`src/rtl/ro_trng_pkg.sv`:
```
// Shared types and default constants for the ring-oscillator TRNG controller.
//   state_e : controller FSM states
//   Def*    : default parameter values
//   cnt_w() : counter width for a counter whose terminal count is limit-1 (minimum 1 bit)
package ro_trng_pkg;

  typedef enum logic [2:0] {
    StIdle,
    StWarmup,
    StSample,
    StHold,
    StFault
  } state_e;

  localparam int unsigned DefNumRo     = 4;
  localparam int unsigned DefWarmup    = 16;
  localparam int unsigned DefSampleDiv = 8;
  localparam int unsigned DefWordW     = 8;
  localparam int unsigned DefRepLimit  = 16;

  function automatic int unsigned cnt_w(input int unsigned limit);
    return (limit > 1) ? $clog2(limit) : 1;
  endfunction

endpackage

```
`src/rtl/ro_health_rep.sv`:
```
// Repetition-count health tester for the sampled TRNG bit stream.
//   clk_i    : clock
//   rst_i    : synchronous active-high reset
//   strobe_i : a new sampled bit is present on bit_i
//   bit_i    : sampled bit
//   clear_i  : restart the run (next strobed bit counts as 1)
//   fail_o   : combinational pulse when a strobed bit makes the run reach REP_LIMIT
module ro_health_rep
  import ro_trng_pkg::*;
#(
  parameter int unsigned REP_LIMIT = DefRepLimit
) (
  input  logic clk_i,
  input  logic rst_i,
  input  logic strobe_i,
  input  logic bit_i,
  input  logic clear_i,
  output logic fail_o
);

  localparam int unsigned CntW = cnt_w(REP_LIMIT);
  // The count never needs to hold REP_LIMIT itself: the strobe that would reach it fails instead.
  localparam logic [CntW-1:0] CntLast = CntW'(REP_LIMIT - 1);

  logic [CntW-1:0] cnt_q, cnt_d;
  logic            last_q, last_d;

  always_comb begin
    cnt_d  = cnt_q;
    last_d = last_q;
    fail_o = 1'b0;
    if (clear_i) begin
      cnt_d  = '0;
      last_d = 1'b0;
    end else if (strobe_i) begin
      last_d = bit_i;
      // cnt_q == 0 marks "no bit seen yet", so the first bit always starts a run of 1.
      if ((cnt_q == '0) || (bit_i != last_q)) begin
        cnt_d = CntW'(1);
      end else if (cnt_q == CntLast) begin
        fail_o = 1'b1;
        cnt_d  = '0;
      end else begin
        cnt_d = cnt_q + 1'b1;
      end
    end
  end

  always_ff @(posedge clk_i) begin
    if (rst_i) begin
      cnt_q  <= '0;
      last_q <= 1'b0;
    end else begin
      cnt_q  <= cnt_d;
      last_q <= last_d;
    end
  end

endmodule

```
`src/rtl/ro_trng_ctrl.sv`:
```
// Ring-oscillator TRNG controller: starts/stops the oscillator bank, waits a warm-up period,
// samples the XOR of all oscillator outputs every SAMPLE_DIV cycles, packs WORD_W bits per word
// onto a valid/ready output and runs a repetition-count health test with a sticky fault.
//   clock, reset : clock and synchronous active-high reset
//   start, stop  : one-cycle requests to begin / halt generation (stop wins)
//   ro_enable    : per-oscillator hold, 1 = stopped, 0 = running
//   ro_bits      : registered oscillator outputs
//   out_data, out_valid, out_ready : output word handshake
//   busy         : warming up, sampling or holding a completed word
//   health_fail  : sticky repetition-count fault
module ro_trng_ctrl
  import ro_trng_pkg::*;
#(
  parameter int unsigned NUM_RO     = DefNumRo,
  parameter int unsigned WARMUP     = DefWarmup,
  parameter int unsigned SAMPLE_DIV = DefSampleDiv,
  parameter int unsigned WORD_W     = DefWordW,
  parameter int unsigned REP_LIMIT  = DefRepLimit
) (
  input  logic              clock,
  input  logic              reset,
  input  logic              start,
  input  logic              stop,
  output logic [NUM_RO-1:0] ro_enable,
  input  logic [NUM_RO-1:0] ro_bits,
  output logic [WORD_W-1:0] out_data,
  output logic              out_valid,
  input  logic              out_ready,
  output logic              busy,
  output logic              health_fail
);

  localparam int unsigned WarmW = cnt_w(WARMUP);
  localparam int unsigned DivW  = cnt_w(SAMPLE_DIV);
  localparam int unsigned BitW  = cnt_w(WORD_W);

  localparam logic [WarmW-1:0] WarmLast = WarmW'(WARMUP - 1);
  localparam logic [DivW-1:0]  DivLast  = DivW'(SAMPLE_DIV - 1);
  localparam logic [BitW-1:0]  BitLast  = BitW'(WORD_W - 1);

  state_e              state_q, state_d;
  logic [WarmW-1:0]    warm_q, warm_d;
  logic [DivW-1:0]     div_q, div_d;
  logic [BitW-1:0]     bitcnt_q, bitcnt_d;
  logic [WORD_W-1:0]   shreg_q, shreg_d;
  logic [WORD_W-1:0]   data_q, data_d;
  logic                valid_q, valid_d;
  logic                busy_q, busy_d;
  logic                fail_q, fail_d;
  logic [NUM_RO-1:0]   ro_en_q, ro_en_d;

  logic              accept;
  logic              out_free;
  logic              strobe;
  logic              samp_bit;
  logic [WORD_W-1:0] word_next;
  logic              health_strobe;
  logic              health_clear;
  logic              rep_fail;

  assign accept    = valid_q & out_ready;
  assign out_free  = ~valid_q | accept;
  assign strobe    = (state_q == StSample) && (div_q == DivLast);
  assign samp_bit  = ^ro_bits;
  assign word_next = {shreg_q[WORD_W-2:0], samp_bit};

  // A strobe coinciding with stop is discarded, so it must not feed the health run either.
  assign health_strobe = strobe & ~stop;
  assign health_clear  = (state_q == StIdle) || (state_q == StWarmup);

  ro_health_rep #(
    .REP_LIMIT(REP_LIMIT)
  ) u_health (
    .clk_i   (clock),
    .rst_i   (reset),
    .strobe_i(health_strobe),
    .bit_i   (samp_bit),
    .clear_i (health_clear),
    .fail_o  (rep_fail)
  );

  always_comb begin
    state_d  = state_q;
    warm_d   = warm_q;
    div_d    = div_q;
    bitcnt_d = bitcnt_q;
    shreg_d  = shreg_q;
    data_d   = data_q;
    valid_d  = valid_q & ~accept;

    unique case (state_q)
      StIdle: begin
        if (start && !stop) begin
          state_d = StWarmup;
          warm_d  = '0;
        end
      end

      StWarmup: begin
        if (stop) begin
          state_d = StIdle;
          warm_d  = '0;
        end else if (warm_q == WarmLast) begin
          state_d = StSample;
          warm_d  = '0;
          div_d   = '0;
        end else begin
          warm_d = warm_q + 1'b1;
        end
      end

      StSample: begin
        if (stop) begin
          state_d  = StIdle;
          div_d    = '0;
          bitcnt_d = '0;
          shreg_d  = '0;
        end else if (rep_fail) begin
          state_d  = StFault;
          valid_d  = 1'b0;
          div_d    = '0;
          bitcnt_d = '0;
          shreg_d  = '0;
        end else begin
          div_d = (div_q == DivLast) ? '0 : div_q + 1'b1;
          if (strobe) begin
            shreg_d = word_next;
            if (bitcnt_q == BitLast) begin
              bitcnt_d = '0;
              if (out_free) begin
                data_d  = word_next;
                valid_d = 1'b1;
              end else begin
                state_d = StHold;
              end
            end else begin
              bitcnt_d = bitcnt_q + 1'b1;
            end
          end
        end
      end

      StHold: begin
        if (stop) begin
          state_d = StIdle;
          shreg_d = '0;
        end else if (out_free) begin
          state_d = StSample;
          data_d  = shreg_q;
          valid_d = 1'b1;
          div_d   = '0;
        end
      end

      StFault: begin
        valid_d = 1'b0;
      end

      default: begin
        state_d = StIdle;
      end
    endcase

    busy_d  = (state_d == StWarmup) || (state_d == StSample) || (state_d == StHold);
    ro_en_d = {NUM_RO{~busy_d}};
    fail_d  = (state_d == StFault);
  end

  always_ff @(posedge clock) begin
    if (reset) begin
      state_q  <= StIdle;
      warm_q   <= '0;
      div_q    <= '0;
      bitcnt_q <= '0;
      shreg_q  <= '0;
      data_q   <= '0;
      valid_q  <= 1'b0;
      busy_q   <= 1'b0;
      fail_q   <= 1'b0;
      ro_en_q  <= '1;
    end else begin
      state_q  <= state_d;
      warm_q   <= warm_d;
      div_q    <= div_d;
      bitcnt_q <= bitcnt_d;
      shreg_q  <= shreg_d;
      data_q   <= data_d;
      valid_q  <= valid_d;
      busy_q   <= busy_d;
      fail_q   <= fail_d;
      ro_en_q  <= ro_en_d;
    end
  end

  assign ro_enable   = ro_en_q;
  assign out_data    = data_q;
  assign out_valid   = valid_q;
  assign busy        = busy_q;
  assign health_fail = fail_q;

endmodule

```
`config.mk`:
```
export PLATFORM = sky130hd
export DESIGN_NAME = ro_trng_ctrl
export DESIGN_NICKNAME = d
export VERILOG_FILES = /design/src/rtl/ro_trng_pkg.sv /design/src/rtl/ro_health_rep.sv /design/src/rtl/ro_trng_ctrl.sv
export SDC_FILE = /design/constraint.sdc
export NUM_CORES = 1
export LEC_CHECK = 0
export BUFFER_PORTS_ARGS = -buffer_cell sky130_fd_sc_hd__buf_4
export CAP_MARGIN = 20
export CORE_UTILIZATION = 50
export DETAILED_ROUTE_END_ITERATION = 6
export GPL_ROUTABILITY_DRIVEN = 0
export PLACE_DENSITY_LB_ADDON = 0.05
export RECOVER_POWER = 50
export SYNTH_ARGS = -nofsm -noshare
export SYNTH_HDL_FRONTEND = slang
export SYNTH_SLANG_ARGS = --single-unit
```
`constraint.sdc`:
```
create_clock -name clock -period 5.1 [get_ports clock]
set_clock_uncertainty 0.05 [all_clocks]
set_input_delay 1.02 -clock clock [delete_from_list [all_inputs] [get_ports clock]]
set_output_delay 1.02 -clock clock [all_outputs]
set_load 0.1 [all_outputs]
```
==> flow_metrics.tcl <==
set metrics [dict create \
    setup_viol 0 \
    final_layout_size_suffix_gt1_share_pct 11.1 \
    syn-cell-area_mm2 0.00199 \
    grt_pass1_wl_mm 7.05 \
    dp_slack_ns 2.41 \
    max_freq_mhz 384 \
    detail-route-antenna-nets 0 \
    grt_max_degree 35 \
    post-route-period-util_pct 51.0 \
    p_int_w 0.000422 \
    crit_fanout 4 \
    fp.dieH_um 65.1 \
    cts-buffers-inserted 5 \
    p_sw_w 0.000140 \
    firstDrtPassIters 4 \
    path_buf_inv 1 \
    arrival_ns 1.53 \
    io_pins 24 \
    nFillCells 381 \
    cts_buffer_depth 2 \
    path_clk_slew_ns 0.08 \
    first_iter_violations 126 \
    end_kind "primary output" \
    slew_violations 0 \
    cts_htree_levels 2 \
    synth_area_per_cell_um2 8.76 \
    synth_flop_cell "dfxtp_1" \
    clk_latency_ns 0.29 \
    drcViolationCount 0 \
    track_usage_pct 21.8 \
    tns_ns 0 \
    hold_viol 0 \
    wire_per_inst_um 14.2 \
    totalWireLength_mm 4.15 \
    slowest_delay_ns 0.87 \
    rsz0062_at_grt "false" \
    netlist_top_cells_area "dfxtp_1 (38%), a21oi_1 (5.0%), nor2_1 (4.9%), ha_1 (4.4%), a211o_1 (4.0%)" \
    port_buffers 23 \
    nets 259 \
    syn_nets 243 \
    cts_hold_buf 0 \
    slowest_stage "clkbuf_1" \
    startpoint_type "register" \
    tightest_slew_ns 1.19 \
    cts_root_buf "clkbuf_8" \
    die_x_um 65.1 \
    cts_resized 0 \
    drv_cap 0 \
    layout_commonest_cell "dfxtp_1" \
    outcome "finished, final reports clean" \
    path_class "register to primary output" \
    layout_common_cells "dfxtp_1 (38), nor2_1 (26), nand2_1 (20), a21oi_1 (20), clkbuf_1 (17)" \
    ys_seq_area_share_pct 38.2 \
    relSlewSlack_pct 20.7 \
    dieArea_mm2 0.00423 \
    r2r_slack_ns 2.89 \
    cts.sinks 38 \
    syn_to_final_growth_pct 8.81 \
    initial_core_util_pct 53.1 \
    cts_setup_buffers 0 \
    p_total_w 0.000561 \
    required_ns 4.03 \
    holdWs_ns 0.432 \
    ys_ff_latch 38 \
    num_rows 22 \
    pwr-share-clk_pct 37.6 \
    yosysWarningCount 0 \
    floorplan.core_area_mm2 0.00374 \
    cts_tree "done" \
    p_per_area_mw_per_mm2 259 \
    hold_path_class "register to register" \
    setup_slack_ns 2.50 \
    vias 1689 \
    overflow 0 \
    async_reset_ff_share_pct 0 \
    synth_top_area_share_pct 38.2 \
    power_frac_comb_pct 8.9 \
    period_minus_slack_ns 2.60 \
    total_leakage_power_nw 0.782 \
    synth_top_area_cell "dfxtp_1" \
    swShare_pct 24.8 \
    dpl.hpwl_mm 3.04 \
    vias_per_cell 5.78 \
    antenna_found_initial 0 \
    cp_top_family "buffers and inverters" \
    ir_drop_mv 0.214 \
    synth_enable_flop_cells 0 \
    p_seq_share_pct 53.5 \
    synthDistinctLibCells 49 \
    diodes 0 \
    postSynthCellCount 227 \
    worstPathCellList "clkbuf_1" \
    first_global_vias 1559 \
]
area by class of cell:
type	instances	area, um2	share of cell area, %
Sequential cell	38	761	35.1
Inverter	9	33.8	1.56
Clock buffer	7	86.3	3.99
Clock inverter	1	5.00	0.231
Timing Repair Buffer	23	113	5.20
Tap cell	48	60.1	2.77
Multi-Input combinational cell	166	1110	51.1
registers in the layout, indices dropped and copies added (netlist names):
signal	flops
out_data	8
shreg_q	8
u_health.cnt_q	4
warm_q	4
bitcnt_q	3
div_q	3
state_q	3
busy	1
health_fail	1
out_valid	1
ro_enable	1
u_health.last_q	1
path summary, 6_finish.rpt:
kind | from | endpoint | cells past startpoint
setup / recovery | ro_enable[0]$_SDFF_PP1_ | ro_enable[0] | 1
hold / removal | out_data[0]$_SDFFE_PP0P_ | out_data[0]$_SDFFE_PP0P_ | 2
setup reg to reg | div_q[0]$_SDFFE_PP0P_ | u_health.cnt_q[2]$_SDFFE_PP0P_ | 6
hold reg to reg | out_data[0]$_SDFFE_PP0P_ | out_data[0]$_SDFFE_PP0P_ | 2
stage by stage:
step / utilization [%] / cell area (um2) / std cells
finish: 57.8 / 2160 / 292
global route: 57.8 / 2160 / 292
CTS: 59.7 / 2230 / 292
detailed placement: 57.2 / 2140 / 284
global placement: 57.2 / 2140 / 284
floorplan: - / 1990 / 227
power groups by stage:
stage                      logic, W  registers (W)  clock network, W
after detailed placement  0.0000522       0.000307                 0
after CTS                 0.0000525       0.000300          0.000216
final                     0.0000500       0.000300          0.000211
after global placement    0.0000514       0.000307                 0
after floorplan           0.0000368       0.000312                 0
after global routing      0.0000536       0.000300          0.000228
cell usage after synthesis, types with 2 or more instances:
master,n
dfxtp_1,38
nor2_1,26
a21oi_1,20
nand2_1,20
o21ai_0,13
a211o_1,9
inv_1,9
nor3b_1,9
clkbuf_1,7
ha_1,7
a31o_1,5
buf_4,5
nor3_1,5
a22oi_1,4
nand3_1,4
nor2b_1,4
a31o_2,3
or3_1,3
a211oi_1,2
a211oi_2,2
nand3b_1,2
or4_1,2
xnor2_1,2
routing by layer:
metal / up-vias / wire length, um / global-route usage (%)
met5: - / 0 / 0
met4: 0 / 45 / 7.07
met3: 5 / 146 / 5.46
met2: 32 / 2010 / 36.8
met1: 805 / 1950 / 27.0
li1: 847 / - / -
worst reg2reg max path, delay by kind of cell (launching register included):
kind / cells / cell delay [ns]
fa+ha+maj: 2 / 0.46
simple gates: 2 / 0.74
flops: 1 / 0.36
compound gates: 2 / 0.54
logic make-up after synthesis:
logic type,after synthesis,synth area share [%]
XOR/XNOR,4,2.89
adder cells (fa/ha/maj),7,4.40
flip-flops,38,38.2
buffers and inverters,23,5.72
multiplexers,2,1.32
AO/OA/AOI/OAI,66,23.3
AND/OR/NAND/NOR,87,24.1
(Power assumes the default switching activity.)
